==> src/rtl/mem_port_arbiter.sv <==
// mem_port_arbiter
//   Shares one 32-bit RAM port between instruction fetch (I, read-only) and
//   load/store (D, read/write with byte enables). Round-robin between the two
//   requesters, decided only in IDLE. Partial-word stores are carried out as
//   read-modify-write because the RAM port writes whole words only.
//
//   Handshake: a requester raises *_req with its fields and holds all of them
//   stable until *_ack, a one-cycle pulse. rdata/err are valid only while
//   *_ack is high. The requester may raise req again in the cycle after ack.
//
//   Ports
//     m_clock, p_reset           clock (rising edge), async active-low reset
//     i_req/i_addr               fetch request
//     i_ack/i_rdata              fetch completion and data
//     d_req/d_we/d_addr/d_wdata/d_be   load/store request
//     d_ack/d_rdata/d_err        load/store completion, data and error
//     ram_addr/ram_wdata/ram_we  RAM port (address always word aligned)
//     ram_rdata                  RAM read data, combinational from ram_addr
//     busy                       high whenever the FSM is not in IDLE
//
//   Optional feature: define MEM_RANGE_CHECK_EN to reject accesses whose
//   aligned address lies above MEM_CAPACITY-4 without touching the RAM.
module mem_port_arbiter #(
    parameter int unsigned MEM_CAPACITY = 4096
) (
    input  logic        m_clock,
    input  logic        p_reset,
    input  logic        i_req,
    input  logic [31:0] i_addr,
    output logic        i_ack,
    output logic [31:0] i_rdata,
    input  logic        d_req,
    input  logic        d_we,
    input  logic [31:0] d_addr,
    input  logic [31:0] d_wdata,
    input  logic [3:0]  d_be,
    output logic        d_ack,
    output logic [31:0] d_rdata,
    output logic        d_err,
    output logic [31:0] ram_addr,
    output logic [31:0] ram_wdata,
    output logic        ram_we,
    input  logic [31:0] ram_rdata,
    output logic        busy
);

    typedef enum logic [2:0] {
        ST_IDLE   = 3'd0,
        ST_RD     = 3'd1,
        ST_RMW_RD = 3'd2,
        ST_WR     = 3'd3,
        ST_ACK    = 3'd4
    } state_t;

    localparam logic [31:0] NOP_WORD       = 32'h0000_0013;
    localparam logic [31:0] LAST_WORD_ADDR = 32'(MEM_CAPACITY) - 32'd4;
`ifdef MEM_RANGE_CHECK_EN
    localparam logic RANGE_EN = 1'b1;
`else
    localparam logic RANGE_EN = 1'b0;
`endif

    state_t      state_q, state_d;
    logic        last_d_q, last_d_d;   // 1: the most recent grant went to D
    logic        gnt_d_q, gnt_d_d;     // 1: the access in flight belongs to D
    logic [31:0] addr_q, addr_d;
    logic [31:0] wdata_q, wdata_d;
    logic [31:0] rdata_q, rdata_d;
    logic [3:0]  be_q, be_d;
    logic        we_q, we_d;
    logic        err_q, err_d;

    logic        i_ack_q, i_ack_d;
    logic [31:0] i_rdata_q, i_rdata_d;
    logic        d_ack_q, d_ack_d;
    logic [31:0] d_rdata_q, d_rdata_d;
    logic        d_err_q, d_err_d;
    logic [31:0] ram_addr_q, ram_addr_d;
    logic [31:0] ram_wdata_q, ram_wdata_d;
    logic        ram_we_q, ram_we_d;
    logic        busy_q, busy_d;

    logic [31:0] i_addr_al, d_addr_al;
    logic        i_oob, d_oob, pick_i, pick_d, ram_access;

    assign i_addr_al = i_addr & 32'hFFFF_FFFC;
    assign d_addr_al = d_addr & 32'hFFFF_FFFC;
    assign i_oob     = RANGE_EN && (i_addr_al > LAST_WORD_ADDR);
    assign d_oob     = RANGE_EN && (d_addr_al > LAST_WORD_ADDR);

    // On a tie the requester that did not win last time gets the port.
    assign pick_i = i_req && (!d_req || last_d_q);
    assign pick_d = d_req && !pick_i;

    always_comb begin
        state_d  = state_q;
        last_d_d = last_d_q;
        gnt_d_d  = gnt_d_q;
        addr_d   = addr_q;
        wdata_d  = wdata_q;
        rdata_d  = rdata_q;
        be_d     = be_q;
        we_d     = we_q;
        err_d    = err_q;

        case (state_q)
            ST_IDLE: begin
                if (pick_i) begin
                    gnt_d_d  = 1'b0;
                    last_d_d = 1'b0;
                    addr_d   = i_addr_al;
                    wdata_d  = 32'd0;
                    be_d     = 4'd0;
                    we_d     = 1'b0;
                    err_d    = 1'b0;
                    // An out-of-range fetch returns a NOP instead of reading.
                    rdata_d  = i_oob ? NOP_WORD : 32'd0;
                    state_d  = i_oob ? ST_ACK : ST_RD;
                end else if (pick_d) begin
                    gnt_d_d  = 1'b1;
                    last_d_d = 1'b1;
                    addr_d   = d_addr_al;
                    wdata_d  = d_wdata;
                    be_d     = d_be;
                    we_d     = d_we;
                    err_d    = d_oob;
                    rdata_d  = 32'd0;
                    if (d_oob || (d_we && d_be == 4'h0)) begin
                        state_d = ST_ACK;
                    end else if (!d_we) begin
                        state_d = ST_RD;
                    end else if (d_be == 4'hF) begin
                        state_d = ST_WR;
                    end else begin
                        state_d = ST_RMW_RD;
                    end
                end
            end
            ST_RD: begin
                rdata_d = ram_rdata;
                state_d = ST_ACK;
            end
            ST_RMW_RD: begin
                // Merge enabled store lanes over the current RAM word.
                for (int n = 0; n < 4; n++) begin
                    wdata_d[8*n +: 8] = be_q[n] ? wdata_q[8*n +: 8] : ram_rdata[8*n +: 8];
                end
                state_d = ST_WR;
            end
            ST_WR:   state_d = ST_ACK;
            ST_ACK:  state_d = ST_IDLE;
            default: state_d = ST_IDLE;
        endcase

        // Outputs are registered from the state being entered.
        ram_access  = (state_d == ST_RD) || (state_d == ST_RMW_RD) || (state_d == ST_WR);
        ram_addr_d  = ram_access ? addr_d : 32'd0;
        ram_we_d    = (state_d == ST_WR);
        ram_wdata_d = (state_d == ST_WR) ? wdata_d : 32'd0;
        i_ack_d     = (state_d == ST_ACK) && !gnt_d_d;
        d_ack_d     = (state_d == ST_ACK) && gnt_d_d;
        i_rdata_d   = i_ack_d ? rdata_d : 32'd0;
        d_rdata_d   = (d_ack_d && !we_d) ? rdata_d : 32'd0;
        d_err_d     = d_ack_d && err_d;
        busy_d      = (state_d != ST_IDLE);
    end

    always_ff @(posedge m_clock or negedge p_reset) begin
        if (!p_reset) begin
            state_q     <= ST_IDLE;
            last_d_q    <= 1'b1;
            gnt_d_q     <= 1'b0;
            addr_q      <= 32'd0;
            wdata_q     <= 32'd0;
            rdata_q     <= 32'd0;
            be_q        <= 4'd0;
            we_q        <= 1'b0;
            err_q       <= 1'b0;
            i_ack_q     <= 1'b0;
            i_rdata_q   <= 32'd0;
            d_ack_q     <= 1'b0;
            d_rdata_q   <= 32'd0;
            d_err_q     <= 1'b0;
            ram_addr_q  <= 32'd0;
            ram_wdata_q <= 32'd0;
            ram_we_q    <= 1'b0;
            busy_q      <= 1'b0;
        end else begin
            state_q     <= state_d;
            last_d_q    <= last_d_d;
            gnt_d_q     <= gnt_d_d;
            addr_q      <= addr_d;
            wdata_q     <= wdata_d;
            rdata_q     <= rdata_d;
            be_q        <= be_d;
            we_q        <= we_d;
            err_q       <= err_d;
            i_ack_q     <= i_ack_d;
            i_rdata_q   <= i_rdata_d;
            d_ack_q     <= d_ack_d;
            d_rdata_q   <= d_rdata_d;
            d_err_q     <= d_err_d;
            ram_addr_q  <= ram_addr_d;
            ram_wdata_q <= ram_wdata_d;
            ram_we_q    <= ram_we_d;
            busy_q      <= busy_d;
        end
    end

    assign i_ack     = i_ack_q;
    assign i_rdata   = i_rdata_q;
    assign d_ack     = d_ack_q;
    assign d_rdata   = d_rdata_q;
    assign d_err     = d_err_q;
    assign ram_addr  = ram_addr_q;
    assign ram_wdata = ram_wdata_q;
    assign ram_we    = ram_we_q;
    assign busy      = busy_q;

endmodule

==> config.mk <==
export PLATFORM = sky130hd
export DESIGN_NAME = mem_port_arbiter
export DESIGN_NICKNAME = d
export VERILOG_FILES = /design/src/rtl/mem_port_arbiter.sv
export SDC_FILE = /design/constraint.sdc
export NUM_CORES = 1
export LEC_CHECK = 0
export ABC_AREA = 1
export BUFFER_PORTS_ARGS = -buffer_cell sky130_fd_sc_hd__buf_4
export CAP_MARGIN = 5
export CORE_MARGIN = 3
export CORE_UTILIZATION = 50
export DETAILED_ROUTE_END_ITERATION = 12
export PLACE_DENSITY_LB_ADDON = 0.05
export SLEW_MARGIN = 0
export SYNTH_ARGS = -nofsm -noshare
export SYNTH_HDL_FRONTEND = slang
export SYNTH_SLANG_ARGS = --single-unit
==> constraint.sdc <==
create_clock -name m_clock -period 3.2 [get_ports m_clock]
set_input_delay 0.64 -clock m_clock [delete_from_list [all_inputs] [get_ports m_clock]]
set_output_delay 0.64 -clock m_clock [all_outputs]
set_load 0.01 [all_outputs]
==> summary.txt <==
outcome: completed
part of the Yosys area used for sequential elements: 64.53%
reported leakage power: 7.368 nW
most area-hungry cell type in the Yosys netlist: sky130_fd_sc_hd__dfrtp_1
Via Count: 7382
Synth Area per Inst: 8.977 µm²
average wire per cell in the routed design: 14.96 µm
main area contributors after synthesis: sky130_fd_sc_hd__dfrtp_1 64%, sky130_fd_sc_hd__inv_1 9.1%, sky130_fd_sc_hd__nand2_1 8.3%
Overflow after GRT: 0
end of the worst register-to-register path: i_rdata[5]
Top-Level Pins: 270
maximum capacitance violations: 0
Total Power Consumption: 11.24 mW
number of buffers on the longest clock path: 3
depth of the worst register-to-register path: 9
Critical Path Start Type: register
CTS buffer count: 25
count of antenna-violating nets left after detailed routing: 0
CTS tree: done
fraction of final layout cells with drive strength greater than 1: 26.26%
DRC: 0
final worst path period share: 66.71%
proportion of netlist area held by the largest area contributor: 64.25%
detailed placement HPWL: 15.57 mm
Max Fclk: 468.5 MHz
Crit Path Class: register to register
initial antenna violation count: 0
Post-CTS Setup Inserts: 0
First DRT Iteration DRCs: 378
core area: 18150 µm²
DRT Pass-1 Iters: 4
buffers added on ports: 265
worst min-delay path category: input port to asynchronous set/reset pin
Worst-Margin Slew: 0.7382 ns
data required time of the worst path: 3.63 ns
Crit. End Element: register
total global-route track usage: 22.93%
warnings from Yosys: 0
placer congestion estimate: 0.8493
clock latency on the worst-skew pair: 0.52 ns
final max-slew violation count: 0
maximum number of pins on one net before global-route repair: 79
starting density of the core: 51.30%
wire length of the first global-routing pass: 37.23 mm
final cell utilization of the core: 68.68%
maximum fanout along the worst path: 33
post-route standard cell area excluding fillers: 12460 µm²
min Tclk post-route: 2.135 ns
Post-Synthesis Net Count: 1174
post_cts resized: 0
standard cell area after detailed placement: 11560 µm²
synthesized instance count: 1037
final setup skew: 0.01024 ns
sum of negative setup slack: 0 ns
die boundary width: 142.4 µm
count of unique library cells instantiated by Yosys: 23
Pwr Density: 901.5 nW/µm²
wire length reported by the detailed router: 23.25 mm
endpoints failing setup: 0
Final nets: 1443
Syn-to-layout area delta: 33.90%
FF+latch count, synth: 240
FF-to-FF setup slack: 1.07 ns
Hold Vio Cnt, Final: 0
peak supply drop: 0.0006490 V
setup repair after global routing missed its margin: no
via count of the first global-routing pass: 7519
count of clock tree sinks: 240
signal arrival time at the worst endpoint: 2.57 ns
vias per cell: 4.750
number of cell rows: 49
clock transition at the registers of the reported paths: 0.06 ns
number of buffers inserted by hold repair at cts: 0
Antenna Diode Count: 0
clock root buffer: sky130_fd_sc_hd__clkbuf_16
cell area after synthesis: 9309 µm²
worst slew slack as a fraction of its limit: 50.61%
die footprint: 20290 µm²
number of levels the H-tree was split into: 1
chip height: 142.4 µm
start of the worst register-to-register path: state_q[0]
==> per-layer routing <==
layer	vias to the layer above	global-route usage [%]	wire, µm
li1	3592	-	-
met1	3503	29.43	9504
met2	245	38.67	11460
met3	42	5.612	1722
met4	0	7.204	564
met5	-	0	0
==> kinds of logic after synthesis <==
logic type	after synthesis	synth area share, %
compound gates	93	5.161
buf+inv	269	11.22
flops	240	64.53
simple gates	435	19.09
==> synth_stat cells, drive strengths merged <==
| cell type | n |
|---|---|
| dfstp | 1 |
| nand2 | 211 |
| nand4 | 3 |
| nor3b | 1 |
| a21oi | 55 |
| nand3 | 67 |
| dfrtp | 239 |
| inv | 231 |
| nor2 | 152 |
| buf | 24 |
| nor3 | 1 |
| o21ai | 38 |
| clkbuf | 14 |
==> critical path: stages (launching register included) <==
cell,delay [ns]
sky130_fd_sc_hd__dfrtp_1,0.42
sky130_fd_sc_hd__inv_1,0.12
sky130_fd_sc_hd__nand2_1,0.07
sky130_fd_sc_hd__nor2_2,0.23
sky130_fd_sc_hd__nand2_2,0.12
sky130_fd_sc_hd__inv_4,0.20
sky130_fd_sc_hd__nand2_1,0.09
sky130_fd_sc_hd__nand2_2,0.10
sky130_fd_sc_hd__nand2_2,0.43
sky130_fd_sc_hd__nor2_1,0.25
==> sequential cells by signal (all words and copies together) (netlist names), 3 cells and up <==
| name | flops |
|---|---|
| rdata_q | 32 |
| wdata_q | 32 |
| d_rdata | 32 |
| be_q | 4 |
| ram_wdata | 32 |
| ram_addr | 32 |
| addr_q | 32 |
| i_rdata | 32 |
| state_q | 3 |
==> cell usage in the layout, fill, tap and decap left out, types with 7 or more instances in the layout <==
cell type                   synthesis  final
sky130_fd_sc_hd__buf_4              1    277
sky130_fd_sc_hd__dfrtp_1          239    239
sky130_fd_sc_hd__inv_1            226    226
sky130_fd_sc_hd__nand2_1          205    204
sky130_fd_sc_hd__nor2_1           145    145
sky130_fd_sc_hd__nand3_1           66     66
sky130_fd_sc_hd__a21oi_1           53     53
sky130_fd_sc_hd__o21ai_0           37     37
sky130_fd_sc_hd__clkbuf_16          0     25
sky130_fd_sc_hd__nand2_2            6      7
sky130_fd_sc_hd__clkinv_2           0      7
==> stage by stage <==
| stage | std cells | hold WS (ns) | worst slack [ns] |
|---|---|---|---|
| CTS | 1554 | 0.09882 | 1.036 |
| finish | 1554 | 0.08079 | 1.065 |
| floorplan | 1037 | 0.3444 | 1.527 |
| detailed placement | 1508 | 0.4484 | 0.9489 |
| global route | 1554 | 0.1159 | 0.8319 |
| global placement | 1508 | 0.4469 | 1.000 |
==> area by class of cell <==
class                      count  area (µm²)
inverter                     231       869.6
tap                          229       286.5
clock inverter                14       201.4
clock buffer                  32       701.9
sequential                   240        6007
fill                        1488        5683
multi-input combinational    528        2263
timing repair buffer         280        2135
==> worst max path at each step <==
stage          slack, ns       endpoint  cells past startpoint       start
6_report            1.07     i_rdata[5]                      9  state_q[0]
5_1_grt             0.83    i_rdata[22]                      9  state_q[0]
4_1_cts             1.04    i_rdata[22]                      9  state_q[0]
3_5_place_dp        0.95    i_rdata[22]                      8       i_req
3_3_place_gp        1.00    i_rdata[25]                      9       d_req
2_1_floorplan       1.53  ram_wdata[10]                      8       d_req
==> where the power goes <==
group | total [mW] | internal (mW) | leakage (nW) | switching [mW]
logic | 3.88 | 1.30 | 3.72 | 2.58
clock network | 3.13 | 1.95 | 0.449 | 1.18
registers | 4.23 | 3.94 | 3.20 | 0.287
total | 11.2 | 7.20 | 7.37 | 4.04
No activity file was read; power rests on OpenSTA's default activity.
